`config.mk`:
```
export PLATFORM = sky130hd
export DESIGN_NAME = ldm_acc_sequencer
export DESIGN_NICKNAME = d
export VERILOG_FILES = /design/src/rtl/ldm_acc_sequencer.sv
export SDC_FILE = /design/constraint.sdc
export NUM_CORES = 1
export LEC_CHECK = 0
export ABC_CLOCK_PERIOD_IN_PS = 5900
export BUFFER_PORTS_ARGS = -buffer_cell sky130_fd_sc_hd__buf_4
export CELL_PAD_IN_SITES_DETAIL_PLACEMENT = 1
export CELL_PAD_IN_SITES_GLOBAL_PLACEMENT = 2
export CORE_UTILIZATION = 21
export CTS_CLUSTER_SIZE = 24
export DETAILED_ROUTE_END_ITERATION = 7
export GPL_TIMING_DRIVEN = 0
export PLACE_DENSITY = 0.95
export SETUP_SLACK_MARGIN = 0.05
export SYNTH_ARGS = -nofsm -noshare
export SYNTH_HDL_FRONTEND = slang
export SYNTH_SLANG_ARGS = --single-unit
```
`constraint.sdc`:
```
create_clock -name clk -period 5.9 [get_ports clk]
set_input_delay 0.59 -clock clk [delete_from_list [all_inputs] [get_ports clk]]
set_output_delay 0.59 -clock clk [all_outputs]
set_load 0.01 [all_outputs]
```
`src/rtl/ldm_acc_sequencer.sv`:
```
// ldm_acc_sequencer
//
// Sequencer between the core's decode stage, the DM/PM/WM memories and the
// MNIST accelerator. Executes three opcodes taken from instr[15:11]:
//   LDM   (01100) copies DM[0..PM_LEN-1] into PM and DM[PM_LEN..] into WM
//   MNIST (10111) pulses acc_start, waits for acc_done and strobes reg_write
//   OUT   (11100) drives out_r (instr[0]=0) or sets the sticky hlt (instr[0]=1)
// freeze_pc holds the PC while a multi-cycle opcode is still in progress.
//
// Ports:
//   clk, rst_n          clock (posedge) and asynchronous active-low reset
//   instr               current instruction from decode
//   freeze_pc           combinational PC hold
//   dm_addr, dm_rdata   DM read port (DM returns data one cycle after the address)
//   wr_addr, wr_data    shared PM/WM write port
//   pm_wr, wm_wr        PM / WM write strobes
//   acc_start           one-cycle accelerator start pulse
//   acc_busy, acc_done  accelerator status
//   reg_write           register-file write-back strobe for the MNIST result
//   out_r, hlt          output flag and sticky halt flag
//   acc_timeout         sticky accelerator timeout flag
//
// Optional feature: define SMC_ACC_TIMEOUT_EN to abandon ACC_WAIT after
// ACC_TIMEOUT cycles without acc_done. Without it acc_timeout is tied to 0.
module ldm_acc_sequencer #(
    parameter int DATA_W      = 64,
    parameter int ADDR_W      = 8,
    parameter int PM_LEN      = 100,
    parameter int WM_LEN      = 28,
    parameter int ACC_TIMEOUT = 1023
) (
    input  logic              clk,
    input  logic              rst_n,
    input  logic [15:0]       instr,
    output logic              freeze_pc,
    output logic [ADDR_W-1:0] dm_addr,
    input  logic [DATA_W-1:0] dm_rdata,
    output logic [ADDR_W-1:0] wr_addr,
    output logic [DATA_W-1:0] wr_data,
    output logic              pm_wr,
    output logic              wm_wr,
    output logic              acc_start,
    input  logic              acc_busy,
    input  logic              acc_done,
    output logic              reg_write,
    output logic              out_r,
    output logic              hlt,
    output logic              acc_timeout
);

    localparam logic [4:0] OP_LDM   = 5'b01100;
    localparam logic [4:0] OP_MNIST = 5'b10111;
    localparam logic [4:0] OP_OUT   = 5'b11100;

    localparam int              CNT_W  = ADDR_W + 1;
    localparam logic [CNT_W-1:0] PM_END = CNT_W'(PM_LEN);
    localparam logic [CNT_W-1:0] LAST   = CNT_W'(PM_LEN + WM_LEN - 1);

    typedef enum logic [2:0] {
        IDLE,
        LOAD,
        LOAD_DONE,
        ACC_WAIT,
        ACC_DONE
    } state_t;

    state_t             state_q, state_d;
    logic [CNT_W-1:0]   rd_cnt_q, rd_cnt_d;
    logic [ADDR_W-1:0]  dm_addr_q, dm_addr_d;
    logic [ADDR_W-1:0]  wr_addr_q, wr_addr_d;
    logic               pm_wr_q, pm_wr_d;
    logic               wm_wr_q, wm_wr_d;
    logic               acc_start_q, acc_start_d;
    logic               reg_write_q, reg_write_d;
    logic               out_r_q, out_r_d;
    logic               hlt_q, hlt_d;
    logic               issue;
    logic [CNT_W-1:0]   idx;

    logic [4:0] opcode;
    logic       is_ldm, is_mnist, is_out;

    assign opcode   = instr[15:11];
    assign is_ldm   = (opcode == OP_LDM);
    assign is_mnist = (opcode == OP_MNIST);
    assign is_out   = (opcode == OP_OUT);

    logic unused_ok;
    assign unused_ok = ^{instr[10:1], (ACC_TIMEOUT != 0)};

`ifdef SMC_ACC_TIMEOUT_EN
    localparam int              TO_W    = $clog2(ACC_TIMEOUT + 1);
    localparam logic [TO_W-1:0] TO_LAST = TO_W'(ACC_TIMEOUT);
    logic [TO_W-1:0] to_cnt_q, to_cnt_d;
    logic            acc_timeout_q, acc_timeout_d;
    assign acc_timeout = acc_timeout_q;
`else
    assign acc_timeout = 1'b0;
`endif

    // Next-state logic. During a load, each cycle issues one DM index: its
    // address goes to DM now and its registered write strobe appears next
    // cycle, exactly when DM returns the word. The index issued from IDLE is
    // always 0, so a back-to-back LDM restarts the copy from the beginning.
    always_comb begin
        state_d     = state_q;
        rd_cnt_d    = rd_cnt_q;
        dm_addr_d   = dm_addr_q;
        wr_addr_d   = wr_addr_q;
        pm_wr_d     = 1'b0;
        wm_wr_d     = 1'b0;
        acc_start_d = 1'b0;
        reg_write_d = 1'b0;
        issue       = 1'b0;
        idx         = '0;
`ifdef SMC_ACC_TIMEOUT_EN
        to_cnt_d      = '0;
        acc_timeout_d = acc_timeout_q;
`endif

        case (state_q)
            IDLE: begin
                if (is_ldm) begin
                    issue    = 1'b1;
                    idx      = '0;
                    rd_cnt_d = CNT_W'(1);
                    state_d  = (LAST == '0) ? LOAD_DONE : LOAD;
                end else if (is_mnist) begin
                    acc_start_d = 1'b1;
                    state_d     = ACC_WAIT;
                end
            end
            LOAD: begin
                issue    = 1'b1;
                idx      = rd_cnt_q;
                rd_cnt_d = rd_cnt_q + CNT_W'(1);
                if (rd_cnt_q == LAST) begin
                    state_d = LOAD_DONE;
                end
            end
            LOAD_DONE: begin
                state_d = IDLE;
            end
            ACC_WAIT: begin
                // A done coinciding with the terminal count takes priority.
                if (acc_done && !acc_busy) begin
                    reg_write_d = 1'b1;
                    state_d     = ACC_DONE;
                end
`ifdef SMC_ACC_TIMEOUT_EN
                else if (to_cnt_q == TO_LAST) begin
                    acc_timeout_d = 1'b1;
                    state_d       = ACC_DONE;
                end else begin
                    to_cnt_d = to_cnt_q + TO_W'(1);
                end
`endif
            end
            ACC_DONE: begin
                state_d = IDLE;
            end
            default: begin
                state_d = IDLE;
            end
        endcase

        if (issue) begin
            dm_addr_d = ADDR_W'(idx);
            if (idx < PM_END) begin
                pm_wr_d   = 1'b1;
                wr_addr_d = ADDR_W'(idx);
            end else begin
                wm_wr_d   = 1'b1;
                wr_addr_d = ADDR_W'(idx - PM_END);
            end
        end

        out_r_d = is_out & ~instr[0];
        hlt_d   = hlt_q | (is_out & instr[0]);
    end

    // State and output registers; reset abandons any copy or handshake.
    always_ff @(posedge clk or negedge rst_n) begin
        if (!rst_n) begin
            state_q     <= IDLE;
            rd_cnt_q    <= '0;
            dm_addr_q   <= '0;
            wr_addr_q   <= '0;
            pm_wr_q     <= 1'b0;
            wm_wr_q     <= 1'b0;
            acc_start_q <= 1'b0;
            reg_write_q <= 1'b0;
            out_r_q     <= 1'b0;
            hlt_q       <= 1'b0;
`ifdef SMC_ACC_TIMEOUT_EN
            to_cnt_q      <= '0;
            acc_timeout_q <= 1'b0;
`endif
        end else begin
            state_q     <= state_d;
            rd_cnt_q    <= rd_cnt_d;
            dm_addr_q   <= dm_addr_d;
            wr_addr_q   <= wr_addr_d;
            pm_wr_q     <= pm_wr_d;
            wm_wr_q     <= wm_wr_d;
            acc_start_q <= acc_start_d;
            reg_write_q <= reg_write_d;
            out_r_q     <= out_r_d;
            hlt_q       <= hlt_d;
`ifdef SMC_ACC_TIMEOUT_EN
            to_cnt_q      <= to_cnt_d;
            acc_timeout_q <= acc_timeout_d;
`endif
        end
    end

    // DM registers its address internally, so it is fed the pointer's next
    // value; the word then arrives together with the registered strobe.
    // Write data is forced to zero whenever no write is in flight.
    assign dm_addr   = dm_addr_d;
    assign wr_addr   = wr_addr_q;
    assign wr_data   = (pm_wr_q | wm_wr_q) ? dm_rdata : '0;
    assign pm_wr     = pm_wr_q;
    assign wm_wr     = wm_wr_q;
    assign acc_start = acc_start_q;
    assign reg_write = reg_write_q;
    assign out_r     = out_r_q;
    assign hlt       = hlt_q;

    assign freeze_pc = (is_ldm & (state_q != LOAD_DONE)) |
                       (is_mnist & (state_q != ACC_DONE));

endmodule

```
==> impl_metrics.yaml <==
run_status:
  outcome: "completed"
sta:
  period_needed_ns: 2.95
  hold_viol_final: 0
  tightest_slew_ns: 0.663
  fin_tns_setup_ns: 0
  timing.final.crit_share_pct: 50.1
  final_max_slew_viol_count: 0
  slew_headroom_pct: 55.7
  setup_viol: 0
  max_freq_mhz: 339
  rsz0062_at_grt: "no"
  fin_worst_skew_ns: 0.00615
  whs_ns: 0.238
synth:
  ys_ff_latch: 34
  yosysWarnings: 0
  syn_nets: 318
  synth.cell_area_sq_um: 2070
  synth.top_cell.area_share_pct: 41.0
  yosys-top-cells-area: "dfrtp_1 (41%), nor2b_1 (20%), a22o_1 (5.5%)"
  ys_seq_area_share_pct: 41.0
  synth_xor_area_share_pct: 0.422
  yosysTopAreaCell: "dfrtp_1"
  synth_top_family_by_area: "simple AND/OR/NAND/NOR gates"
  synth_adder_area_share_pct: 1.21
  synth.distinct_cells: 46
  yosys-mux-area-fraction_pct: 1.93
  synth_edf_count: 0
  synthArstFlopShare_pct: 100
  synth_cells: 232
  ys.flop_type: "dfrtp_1"
  synthSimpleGateAreaFrac_pct: 33.1
  synth-compound-area-share_pct: 17.4
  syn_avg_cell_area_sq_um: 8.94
detailed_routing:
  drt_first_pass_iters: 6
  ant_nets: 0
  vias: 2384
  avgViaCountPerCell: 4.51
  wl_microns: 8910
  wl_per_cell_microns: 16.9
  drt_iter0_drc: 58
  drt_drc_violations_left: 0
cts:
  cts_tree: "yes"
  clk_latency_ns: 0.30
  cts_setup_buffers: 0
  numCtsBuffers: 5
  cts-htree-levels: 2
  ctsResizeCount: 0
  clock_sinks: 34
  hold_buffers: 0
  cts-root-buf: "clkbuf_8"
  clk_pin_slew_ns: 0.07
  clk_path_buf_depth: 2
floorplan:
  num_rows: 35
  dieArea_sq_um: 10300
  fp.dieH_microns: 101
  ios: 172
  floorplan.initialDensity_pct: 22.0
  die-width_microns: 101
  core_area_sq_um: 9420
pwr:
  peakVddDrop_uv: 129
  power.leakage_nw: 1.77
  p_per_area_nw_per_um2: 433
finish:
  layout_commonest_cell: "buf_4"
  fin_nets: 485
  drive_gt1_share_pct: 45.3
  syn_to_final_growth_pct: 70.1
  final_cell_mix: "buf_4 (161), nor2b_1 (66), dfrtp_1 (34), nand2_1 (18), clkbuf_1 (16)"
  diodes: 0
  final_util_pct: 37.5
grt:
  grt_max_degree: 35
  grt_overflow_total: 0
  grt_pass1_wl_microns: 13300
  antenna_found_initial: 0
  grt_use_total_pct: 17.0
  grt_pass1_vias: 2393
worst_hold_path:
  worstHoldPathType: "primary input to asynchronous set/reset pin"
worst_setup_path:
  r2r_cells: 9
  path_class: "register to primary output"
  critPathRequiredTime_ns: 5.31
  critPathLaunchType: "register"
  end_kind: "primary output"
  cp_slowest_stage_delay_ns: 0.56
  cp_cell_sequence: "buf_2 -> nor3b_2 -> a31oi_2 -> clkbuf_1 -> a22o_1 -> buf_4"
  cp_max_fo: 10
  cpMaxStageDelayCell: "nor3b_2"
  crit_arrival_ns: 2.36
placed_design:
  place_congestion: 0.775
  place_hpwl_microns: 7140
  io_buffers: 160
run:
  max_cap_viol_count: 0
layout make-up:
cell class	count	area, sq um
flip-flops and latches	34	851
inverters	4	15.0
plain buffers	19	85.1
clock buffers	7	86.3
repair buffers	160	1200
multi-input cells	175	1120
well taps	129	161
clock inverters	1	5.00
fillers	1154	5890
synthesized netlist by cell type, types with 2 or more instances:
library cell and number:
nor2b_1 66, dfrtp_1 34, nand2_1 18, clkbuf_1 15, a22o_1 13, o21ai_0 11
nor2_1 7, a21oi_1 6, nand3_1 5, inv_1 4, mux2i_1 4, nor3_1 4
and3_1 3, o21ai_1 3, a31oi_1 2, a41oi_1 2, buf_2 2, ha_1 2
nor4_1 2, o31ai_1 2, or3_2 2
critical path: cells and delay by family (launching register included):
kind	cells	cell delay, ns
buffers and inverters	3	0.65
DFF	1	0.37
AOI/OAI and AO/OA	2	0.49
and+or+nand+nor	1	0.56
power breakdown:
part           total (W)  switching (W)  internal [W]
combinational   0.000986       0.000542      0.000444
sequential      0.000357      0.0000524      0.000305
clock           0.000185      0.0000905     0.0000942
total            0.00153       0.000685      0.000843
kinds of logic (layout without fill, tap and decap cells):
kind of cell / Yosys count / after routing
multiplexers: 4 / 4
AND/OR/NAND/NOR: 117 / 117
XOR/XNOR: 1 / 1
flip-flops: 34 / 34
AO/OA/AOI/OAI: 50 / 50
other: 1 / 1
buffers and inverters: 23 / 191
adder cells (fa/ha/maj): 2 / 2
flip-flops by register name, indices dropped and copies added, names as in the netlist:
register / cells
acc_start: 1
dm_addr_q: 8
hlt: 1
out_r: 1
pm_wr: 1
rd_cnt_q: 9
reg_write: 1
state_q: 3
wm_wr: 1
wr_addr: 8
worst paths after layout:
kind | start | end | slack (ns)
max | state_q[2]$_DFFE_PN0P_ | dm_addr[6] | 2.95
max reg2reg | state_q[2]$_DFFE_PN0P_ | wr_addr[6]$_DFFE_PN0P_ | 3.34
min reg2reg | dm_addr_q[3]$_DFF_PN0_ | dm_addr_q[3]$_DFF_PN0_ | 0.49
max in group asynchronous | rst_n | rd_cnt_q[3]$_DFFE_PN0P_ | 5.34
min | rst_n | reg_write$_DFF_PN0_ | 0.24
min in group clk | instr[0] | out_r$_DFF_PN0_ | 0.45
stage by stage:
| stage | instances | setup slack [ns] | instance area [sq um] | total power [W] |
|---|---|---|---|---|
| floorplan | 232 | 3.63 | 2070 | 0.000844 |
| finish | 529 | 2.95 | 3530 | 0.00153 |
| global placement | 521 | 3.09 | 3440 | 0.00133 |
| global route | 529 | 2.75 | 3530 | 0.00164 |
| detailed placement | 521 | 3.02 | 3440 | 0.00135 |
| CTS | 529 | 2.91 | 3530 | 0.00155 |
layer usage:
layer	track usage [%]	share of wire [%]	up-vias
li1	-	-	1126
met2	31.6	52	99
met1	18.8	38	1150
met4	4.91	1.3	0
met5	0	0	-
met3	4.90	9.1	9
No activity file was read; power rests on OpenSTA's default activity.
